$ cat src/rtl/sysid_ctrl_pkg.sv
// ---------------------------------------------------------------------------
// sysid_ctrl_pkg
// Shared definitions for the sysid read controller:
//   - state_e            : controller FSM states
//   - DEFAULT_EXPECTED_ID: default system ID checked at sysid word 0
//   - DEFAULT_EXPECTED_TS: default timestamp checked at sysid word 1
//   - SERVE_COUNT_MAX    : saturation value of the serve counter
//   - sat_inc16()        : saturating 16-bit increment
// ---------------------------------------------------------------------------
package sysid_ctrl_pkg;

    typedef enum logic [1:0] {
        BOOT_ID = 2'd0,
        BOOT_TS = 2'd1,
        IDLE    = 2'd2,
        RESP    = 2'd3
    } state_e;

    localparam logic [31:0] DEFAULT_EXPECTED_ID = 32'd452;
    localparam logic [31:0] DEFAULT_EXPECTED_TS = 32'd1301991580;
    localparam logic [15:0] SERVE_COUNT_MAX     = 16'hFFFF;

    function automatic logic [15:0] sat_inc16(input logic [15:0] value);
        return (value == SERVE_COUNT_MAX) ? value : value + 16'd1;
    endfunction

endpackage

$ cat src/rtl/sysid_ctrl_rr_arb2.sv
// ---------------------------------------------------------------------------
// rr_arb2
// Two-way round-robin arbiter. The grant is combinational from req and the
// stored "last winner"; on a tie the requester that did not win last time
// is chosen. The stored winner only moves when the caller takes the grant
// (advance), so a grant that is not consumed does not disturb fairness.
//   clock   : sole clock
//   reset   : asynchronous active-high reset, makes requester 0 win first tie
//   req     : request vector, bit i = requester i
//   advance : grant accepted this cycle, update last winner
//   gnt     : one-hot grant, or zero when nothing requested
// ---------------------------------------------------------------------------
module rr_arb2 (
    input  logic       clock,
    input  logic       reset,
    input  logic [1:0] req,
    input  logic       advance,
    output logic [1:0] gnt
);

    // 1 means requester 1 won most recently; reset value makes 0 win a tie.
    logic last_reg;

    always_comb begin
        gnt = 2'b00;
        case (req)
            2'b01:   gnt = 2'b01;
            2'b10:   gnt = 2'b10;
            2'b11:   gnt = last_reg ? 2'b01 : 2'b10;
            default: gnt = 2'b00;
        endcase
    end

    always_ff @(posedge clock or posedge reset) begin
        if (reset) begin
            last_reg <= 1'b1;
        end else if (advance) begin
            last_reg <= gnt[1];
        end
    end

endmodule

$ cat src/rtl/sysid_ctrl.sv
// ---------------------------------------------------------------------------
// sysid_ctrl
// Boot-checks a sysid slave (ID at word 0, timestamp at word 1), then shares
// that slave between two read requesters with round-robin arbitration.
// Every accepted read returns one cycle later; the controller spends one
// RESP cycle per read, so peak throughput is one read every two cycles.
//   clock, reset                 : sole clock, asynchronous active-high reset
//   mN_read, mN_address          : requester N read request and word select
//   mN_waitrequest               : low only in the cycle mN's read is accepted
//   mN_readdatavalid, mN_readdata: one-cycle response pulse and held data
//   s_address, s_readdata        : sysid slave port (combinational read data)
//   boot_done, id_ok, ts_ok      : boot check status (status only, never
//                                  blocks serving)
//   serve_count                  : saturating count of reads served
// ---------------------------------------------------------------------------
module sysid_ctrl
    import sysid_ctrl_pkg::*;
#(
    parameter logic [31:0] EXPECTED_ID      = DEFAULT_EXPECTED_ID,
    parameter logic [31:0] EXPECTED_TS      = DEFAULT_EXPECTED_TS,
    // Reset value of serve_count; nonzero only to reach saturation quickly.
    parameter logic [15:0] SERVE_COUNT_INIT = 16'd0
) (
    input  logic        clock,
    input  logic        reset,
    input  logic        m0_read,
    input  logic        m0_address,
    output logic        m0_waitrequest,
    output logic        m0_readdatavalid,
    output logic [31:0] m0_readdata,
    input  logic        m1_read,
    input  logic        m1_address,
    output logic        m1_waitrequest,
    output logic        m1_readdatavalid,
    output logic [31:0] m1_readdata,
    output logic        s_address,
    input  logic [31:0] s_readdata,
    output logic        boot_done,
    output logic        id_ok,
    output logic        ts_ok,
    output logic [15:0] serve_count
);

    state_e      state_reg;
    state_e      state_next;
    logic        grant_reg;          // requester being answered in RESP
    logic        boot_done_reg;
    logic        id_ok_reg;
    logic        ts_ok_reg;
    logic [15:0] serve_count_reg;

    logic [1:0]  read_vec;
    logic [1:0]  addr_vec;
    logic [1:0]  req_vec;
    logic [1:0]  gnt;
    logic        advance;
    logic [1:0]  wait_vec;
    logic [1:0]  rdv_vec;
    logic [31:0] rdata_reg [2];

    assign read_vec = {m1_read, m0_read};
    assign addr_vec = {m1_address, m0_address};

    // Requests are only visible to the arbiter in IDLE, so gnt is zero in
    // every other state and doubles as the "accept" strobe.
    assign req_vec = (state_reg == IDLE) ? read_vec : 2'b00;
    assign advance = |gnt;

    rr_arb2 u_arb (
        .clock   (clock),
        .reset   (reset),
        .req     (req_vec),
        .advance (advance),
        .gnt     (gnt)
    );

    always_comb begin
        state_next = state_reg;
        s_address  = 1'b0;
        case (state_reg)
            BOOT_ID: begin
                s_address  = 1'b0;
                state_next = BOOT_TS;
            end
            BOOT_TS: begin
                s_address  = 1'b1;
                state_next = IDLE;
            end
            IDLE: begin
                if (gnt[0]) begin
                    s_address = addr_vec[0];
                end else if (gnt[1]) begin
                    s_address = addr_vec[1];
                end
                if (advance) begin
                    state_next = RESP;
                end
            end
            RESP: begin
                state_next = IDLE;
            end
            default: begin
                state_next = BOOT_ID;
            end
        endcase
    end

    always_ff @(posedge clock or posedge reset) begin
        if (reset) begin
            state_reg       <= BOOT_ID;
            grant_reg       <= 1'b0;
            boot_done_reg   <= 1'b0;
            id_ok_reg       <= 1'b0;
            ts_ok_reg       <= 1'b0;
            serve_count_reg <= SERVE_COUNT_INIT;
        end else begin
            state_reg <= state_next;
            if (state_reg == BOOT_ID) begin
                id_ok_reg <= (s_readdata == EXPECTED_ID);
            end
            if (state_reg == BOOT_TS) begin
                ts_ok_reg     <= (s_readdata == EXPECTED_TS);
                boot_done_reg <= 1'b1;
            end
            if (advance) begin
                grant_reg       <= gnt[1];
                serve_count_reg <= sat_inc16(serve_count_reg);
            end
        end
    end

    genvar gi;
    generate
        for (gi = 0; gi < 2; gi++) begin : g_req
            // Data is captured in the accept cycle and held until the next
            // read for the same requester.
            always_ff @(posedge clock or posedge reset) begin
                if (reset) begin
                    rdata_reg[gi] <= '0;
                end else if (gnt[gi]) begin
                    rdata_reg[gi] <= s_readdata;
                end
            end

            assign wait_vec[gi] = ~gnt[gi];
            // Decoded from state, so an asynchronous reset during RESP
            // removes the pulse immediately.
            assign rdv_vec[gi]  = (state_reg == RESP) && (grant_reg == 1'(gi));
        end
    endgenerate

    assign m0_waitrequest   = wait_vec[0];
    assign m1_waitrequest   = wait_vec[1];
    assign m0_readdatavalid = rdv_vec[0];
    assign m1_readdatavalid = rdv_vec[1];
    assign m0_readdata      = rdata_reg[0];
    assign m1_readdata      = rdata_reg[1];
    assign boot_done        = boot_done_reg;
    assign id_ok            = id_ok_reg;
    assign ts_ok            = ts_ok_reg;
    assign serve_count      = serve_count_reg;

endmodule

$ cat config.mk
export PLATFORM = sky130hd
export DESIGN_NAME = sysid_ctrl
export DESIGN_NICKNAME = d
export VERILOG_FILES = /design/src/rtl/sysid_ctrl_pkg.sv /design/src/rtl/sysid_ctrl_rr_arb2.sv /design/src/rtl/sysid_ctrl.sv
export SDC_FILE = /design/constraint.sdc
export NUM_CORES = 1
export LEC_CHECK = 0
export ABC_AREA = 1
export CORE_MARGIN = 4
export CORE_UTILIZATION = 46
export DETAILED_ROUTE_END_ITERATION = 10
export GPL_TIMING_DRIVEN = 0
export PLACE_DENSITY = 0.89
export SLEW_MARGIN = 15
export SYNTH_ARGS = -nofsm -noshare
export SYNTH_HDL_FRONTEND = slang
export SYNTH_HIERARCHICAL = 1
export SYNTH_SLANG_ARGS = --single-unit
$ cat constraint.sdc
create_clock -name clock -period 3.15 [get_ports clock]
set_input_delay 0.63 -clock clock [delete_from_list [all_inputs] [get_ports clock]]
set_output_delay 0.63 -clock clock [all_outputs]
set_load 0.05 [all_outputs]
# Yosys cells after proc, flatten, opt, wreduce, memory -nomap -nowiden
# Cells that the tools add are included.
word_totals:
  rom_bits: 0
  word_cells: 38
  out_inout_bits: 88
  memories: 0
  ramBits: 0
  ff_bits: 87
  inputBits: 38
  latchBits: 0
op_classes:
  div_mod_pow: 0
  muxes: 8
  bitwise_logic: 4
  order_cmp: 0
  n_mul: 0
  n_reduce_logical: 6
  n_eq_ne: 10
  shifts: 0
  n_addsub: 1
op_table:
  columns: ["op", "count"]
  rows:
  - ["32-bit by 31-bit equality test with 1-bit output, second input constant", 1]
  - ["32-bit by 9-bit equality test with 1-bit output, second input constant", 1]
  - ["16-bit by 1-bit adder with 16-bit output, second input constant", 1]
  - ["16-bit equality test, second input constant", 1]
  - ["2-bit one-hot mux with 3 select lines", 2]
  - ["2-bit equality test, second input constant", 4]
  - ["2-bit two-way mux", 3]
  - ["2-bit by 1-bit equality test with 1-bit output, second input constant", 2]
  - ["1-bit NOT", 4]
  - ["2-bit OR reduction", 2]
  - ["1-bit logical AND", 2]
  - ["2-bit zero test", 1]
  - ["1-bit two-way mux", 2]
  - ["2-bit != test, second input constant", 1]
  - ["1-bit one-hot mux with 2 select lines", 1]
  - ["2-bit AND reduction", 1]

# Logic depth before layout (Yosys ltp)
logic_depth:
  ltp_word: 7
  depth_mapped: 14
  ltp_nobuf: 14

# Cells and area by module
# Netlist, hierarchy kept.
by_module_without_submodules:
  columns: ["module", "cells_each", "area_each_um2", "n_inst", "seq_area_each_um2"]
  rows:
  - ["sysid_ctrl", 474, 3875.0, 1, 2152.1]
  - ["rr_arb2", 10, 67.6, 1, 26.3]

# Worst setup path before layout
# Ideal clock, no wire load.
synth_timing:
  path_kind: "register to output"
  from: "register state_reg[0]"
  to: "output s_address"
  slack_ns: -0.080
  path_stages_with_launch: 11
  arrival_time_ns: 2.600
  t_required_ns: 2.520
  cell_sequence: "dfrtp_1 -> inv_1 -> ha_1 -> nand2_1 -> inv_1 -> a21boi_1 -> inv_1 -> buf_2 -> a21oi_1 -> o21ai_0 -> a21boi_0"
synth_via:
  elab_cells_between_ends: 10
  cone_classes: "5 x eq/ne; 5 x mux"
synth_lines:
  columns: ["item", "line_no", "source"]
  rows:
  - ["start, declared", "sysid_ctrl.sv:44", "state_e state_reg;"]
  - ["start signal, assigned", "sysid_ctrl.sv:117", "state_reg <= state_next;"]
  - ["2-bit equality test *", "sysid_ctrl.sv:66", "assign req_vec = (state_reg == IDLE) ? read_vec : 2'b00;"]
  - ["2-bit two-way mux *", "sysid_ctrl.sv:66", null]
  - ["named net req_vec[0]", "sysid_ctrl.sv:54", "logic [1:0] req_vec;"]
  - ["2-bit equality test / 2-bit by 1-bit equality test with 1-bit output (equally long branches)", "sysid_ctrl_rr_arb2.sv:26", "case (req)"]
  - ["2-bit one-hot mux with 3 select lines *", "sysid_ctrl_rr_arb2.sv:26", null]
  - ["named net gnt[0]", "sysid_ctrl.sv:55", "logic [1:0] gnt;"]
  - ["1-bit two-way mux *", "sysid_ctrl.sv:90", "if (gnt[0]) begin"]
  - ["1-bit one-hot mux with 2 select lines *", "sysid_ctrl.sv:80", "case (state_reg)"]
  - ["end, declared", "sysid_ctrl.sv:36", "output logic s_address,"]
# The timed path passes the listed nets; every way through them passes the cells marked *.

# Worst setup path after layout
# Ends and elaborated chain as after synthesis.

==> impl_results.md <==
* Commonest non-fill, non-tap cell in the layout: nand2_1
* Fillcell total at about 640
* Crit. Startpoint: state_reg[0]
* WHS at roughly 0.47 ns
* Final-stage net count at 663
* Syn nets at roughly 530
* Initial core utilization at 0.477
* Row count at 33
* Via count at between 3000 and 4000
* Status: completed
* Final hold violations at 0
* DR WL/cell at roughly 16 microns
* Int Pwr at slightly above 3 mW
* DP Cell Count at roughly 700
* GRT Total Usage at 0.242
* CTS H-tree lvls at 3
* Clock Latency Late Sink at about 0.36 ns
* Die area at about 0.010 sq mm
* Post-route insts no fill at 730
* Post-layout min period at around 3 ns
* CTS tree: done
* P_sw at 3.20 mW
* Syn-to-layout area delta at 41.1%
* Pre-CTS setup slack at -0.643 ns
* Final Util at 0.674
* Worst Path Required at 2.52 ns
* Root Driver: clkbuf_8
* Maximum clock insertion buffer count at 2
* Layout cell share with drive strength beyond 1 at 0.0704
* Arr. time, crit path at around 2.4 ns
* Reg clk slew, reported paths at around 0.09 ns
* Initial antenna violation count at 0
* # clock sinks at a little under 90
* Yosys top cell area share at 0.546
* CTS buffer count at 9
* Synth cell types at 29
* GPL Wtd Cong at slightly below 0.9
* Main synth FF type: dfrtp_1
* Area post-placement at 0.00535 sq mm
* Number of synthesized register bits at slightly below 90
* Pwr dens at 1130 mW/mm^2
* Sequential fraction of design power at 0.300
* Dpl hpwl at 8.59 mm
* LEAKAGE at around 2.6 nW
* # port buffers at between 100 and 150
* Routed Wire Length at 11.8 mm
* Total Power at roughly 6.3 mW
* Final Max Slew Viols at 0
* Asr flop ratio synth at 1.00
* Pin count of the biggest net entering global routing at 45
* Ant. Diodes at 0
* IO Count at approximately 130
* Hold-fix buffers, CTS at 0
* Seq/Total Area, Yosys at 0.553
* Hold Crit Class: register to register
* Switching share of total power at 0.511
* Final setup margin at between 0.15 and 0.2 ns
* Achievable frequency at between 0.3 and 0.4 GHz
* Most frequent cells in the layout: nand2_1 (192), clkdlybuf4s50_1 (122), dfrtp_1 (86)
* Mapped Area at between 0.003 and 0.004 sq mm
* Worst-path fanout max at 10
* RSZ-0062 raised after global routing: no
* Finished Cell Area at roughly 0.0056 sq mm
* Worst rel slew slack at 0.607
* Post-CTS sizing at 12
* Iteration-0 DRC Markers at approximately 210
* Worst setup SP type: register
* Largest cells by area after synthesis: dfrtp_1 (55%), nand2_1 (18%), o21ai_0 (5.7%)
* VDD IR max at between 0.0007 and 0.0008 V
* Max-capacitance violation count at 0
* Remaining Overflow, GRT at 0
* Worst setup EP type: output pin
* EDFF count, synth at 0
* Chip width at between 100 and 150 microns
* Vias in the first global route at a little under 4000
* # DRC at 0
* Core footprint at 0.00826 sq mm
* Die height at roughly 100 microns
* Synth Instances at ~480
* R2r startpoint: state_reg[0]
* Yosys Warn Count at 6
* Setup bufs post-CTS at 0
* Share of total power in combinational logic at 0.570
* Clock Power Share at 0.130
* First-pass GRT wire length at ~19 mm
* Final setup viols at 0
* Clock Skew at 0.00991 ns
* Pin slew with the least headroom to its limit at just under 0.6 ns
* Area leader, netlist: dfrtp_1
* Crit path kind: register to output pin
* Syn avg cell area at 8.15 sq um
* DR pass1 iterations at 10
* Post-route clock period utilization at 0.947
* Final setup TNS at 0 ns
* Worst hold path startpoint: boot_done
* Post-route ant nets at 0
* Post-DR vias/cell at 5.23
==> cell usage after synthesis, types with 2 or more instances <==
cell / number
nand2_1: 192
dfrtp_1: 86
inv_1: 51
o21ai_0: 45
nor2_1: 28
nand3_1: 13
nand4_1: 12
clkbuf_1: 9
nor3_1: 7
ha_1: 5
nor2_2: 5
buf_2: 4
xnor2_1: 4
inv_2: 3
nand2_2: 3
a21oi_1: 2
o21ai_1: 2
o21ai_2: 2
==> final timing paths <==
path                                   endpoint  slack [ns]  cells after the start
worst max register to register  m1_readdata[12]        0.99                      9
worst max-delay path                  s_address        0.17                     11
max in group asynchronous        m0_readdata[2]        1.83                      3
min in group asynchronous        u_arb/last_reg        0.66                      2
worst min-delay path                  boot_done        0.47                      1
worst min register to register        boot_done        0.47                      1
==> cell type report <==
class,instances,area [sq um],area share
repair buffers,126,1270,0.228
plain buffers,13,61.3,0.0110
flip-flops and latches,87,2180,0.391
clock inverters,4,53.8,0.00967
well taps,105,131,0.0236
inverters,54,205,0.0369
multi-input cells,329,1510,0.271
clock buffers,12,155,0.0279
==> layer usage <==
layer | share of wire | GRT usage | up-vias
met2 | 0.49 | 0.399 | 180
met3 | 0.088 | 0.0637 | 34
met5 | 0 | 0 | -
li1 | - | - | 1771
met1 | 0.39 | 0.296 | 1830
met4 | 0.032 | 0.111 | 0
==> worst max-delay path, cell delays in order (launching register included) <==
cell,delay [ns]
dfrtp_1,0.41
inv_1,0.11
ha_1,0.20
nand2_1,0.07
inv_1,0.07
a21boi_4,0.25
inv_1,0.09
buf_2,0.19
a21oi_1,0.14
o21ai_0,0.09
a21boi_1,0.14
buf_4,0.22
==> logic make-up (layout without fill, tap and decap cells) <==
| group | after synthesis | in the layout | synth area share |
|---|---|---|---|
| flip-flops | 87 | 87 | 0.553 |
| AND/OR/NAND/NOR | 266 | 266 | 0.282 |
| XOR/XNOR | 4 | 4 | 0.00889 |
| adder cells (fa/ha/maj) | 5 | 5 | 0.0159 |
| buffers and inverters | 68 | 209 | 0.0679 |
| AO/OA/AOI/OAI | 54 | 54 | 0.0724 |
==> power by group through the flow <==
stage,clock [mW],sequential (mW),combinational (mW)
after floorplan,0,3.27,0.867
after global routing,0.863,1.93,3.79
after CTS,0.823,1.87,3.58
after detailed placement,0,1.87,3.56
after global placement,0,1.86,3.48
final,0.816,1.88,3.57
(Power assumes the default switching activity.)
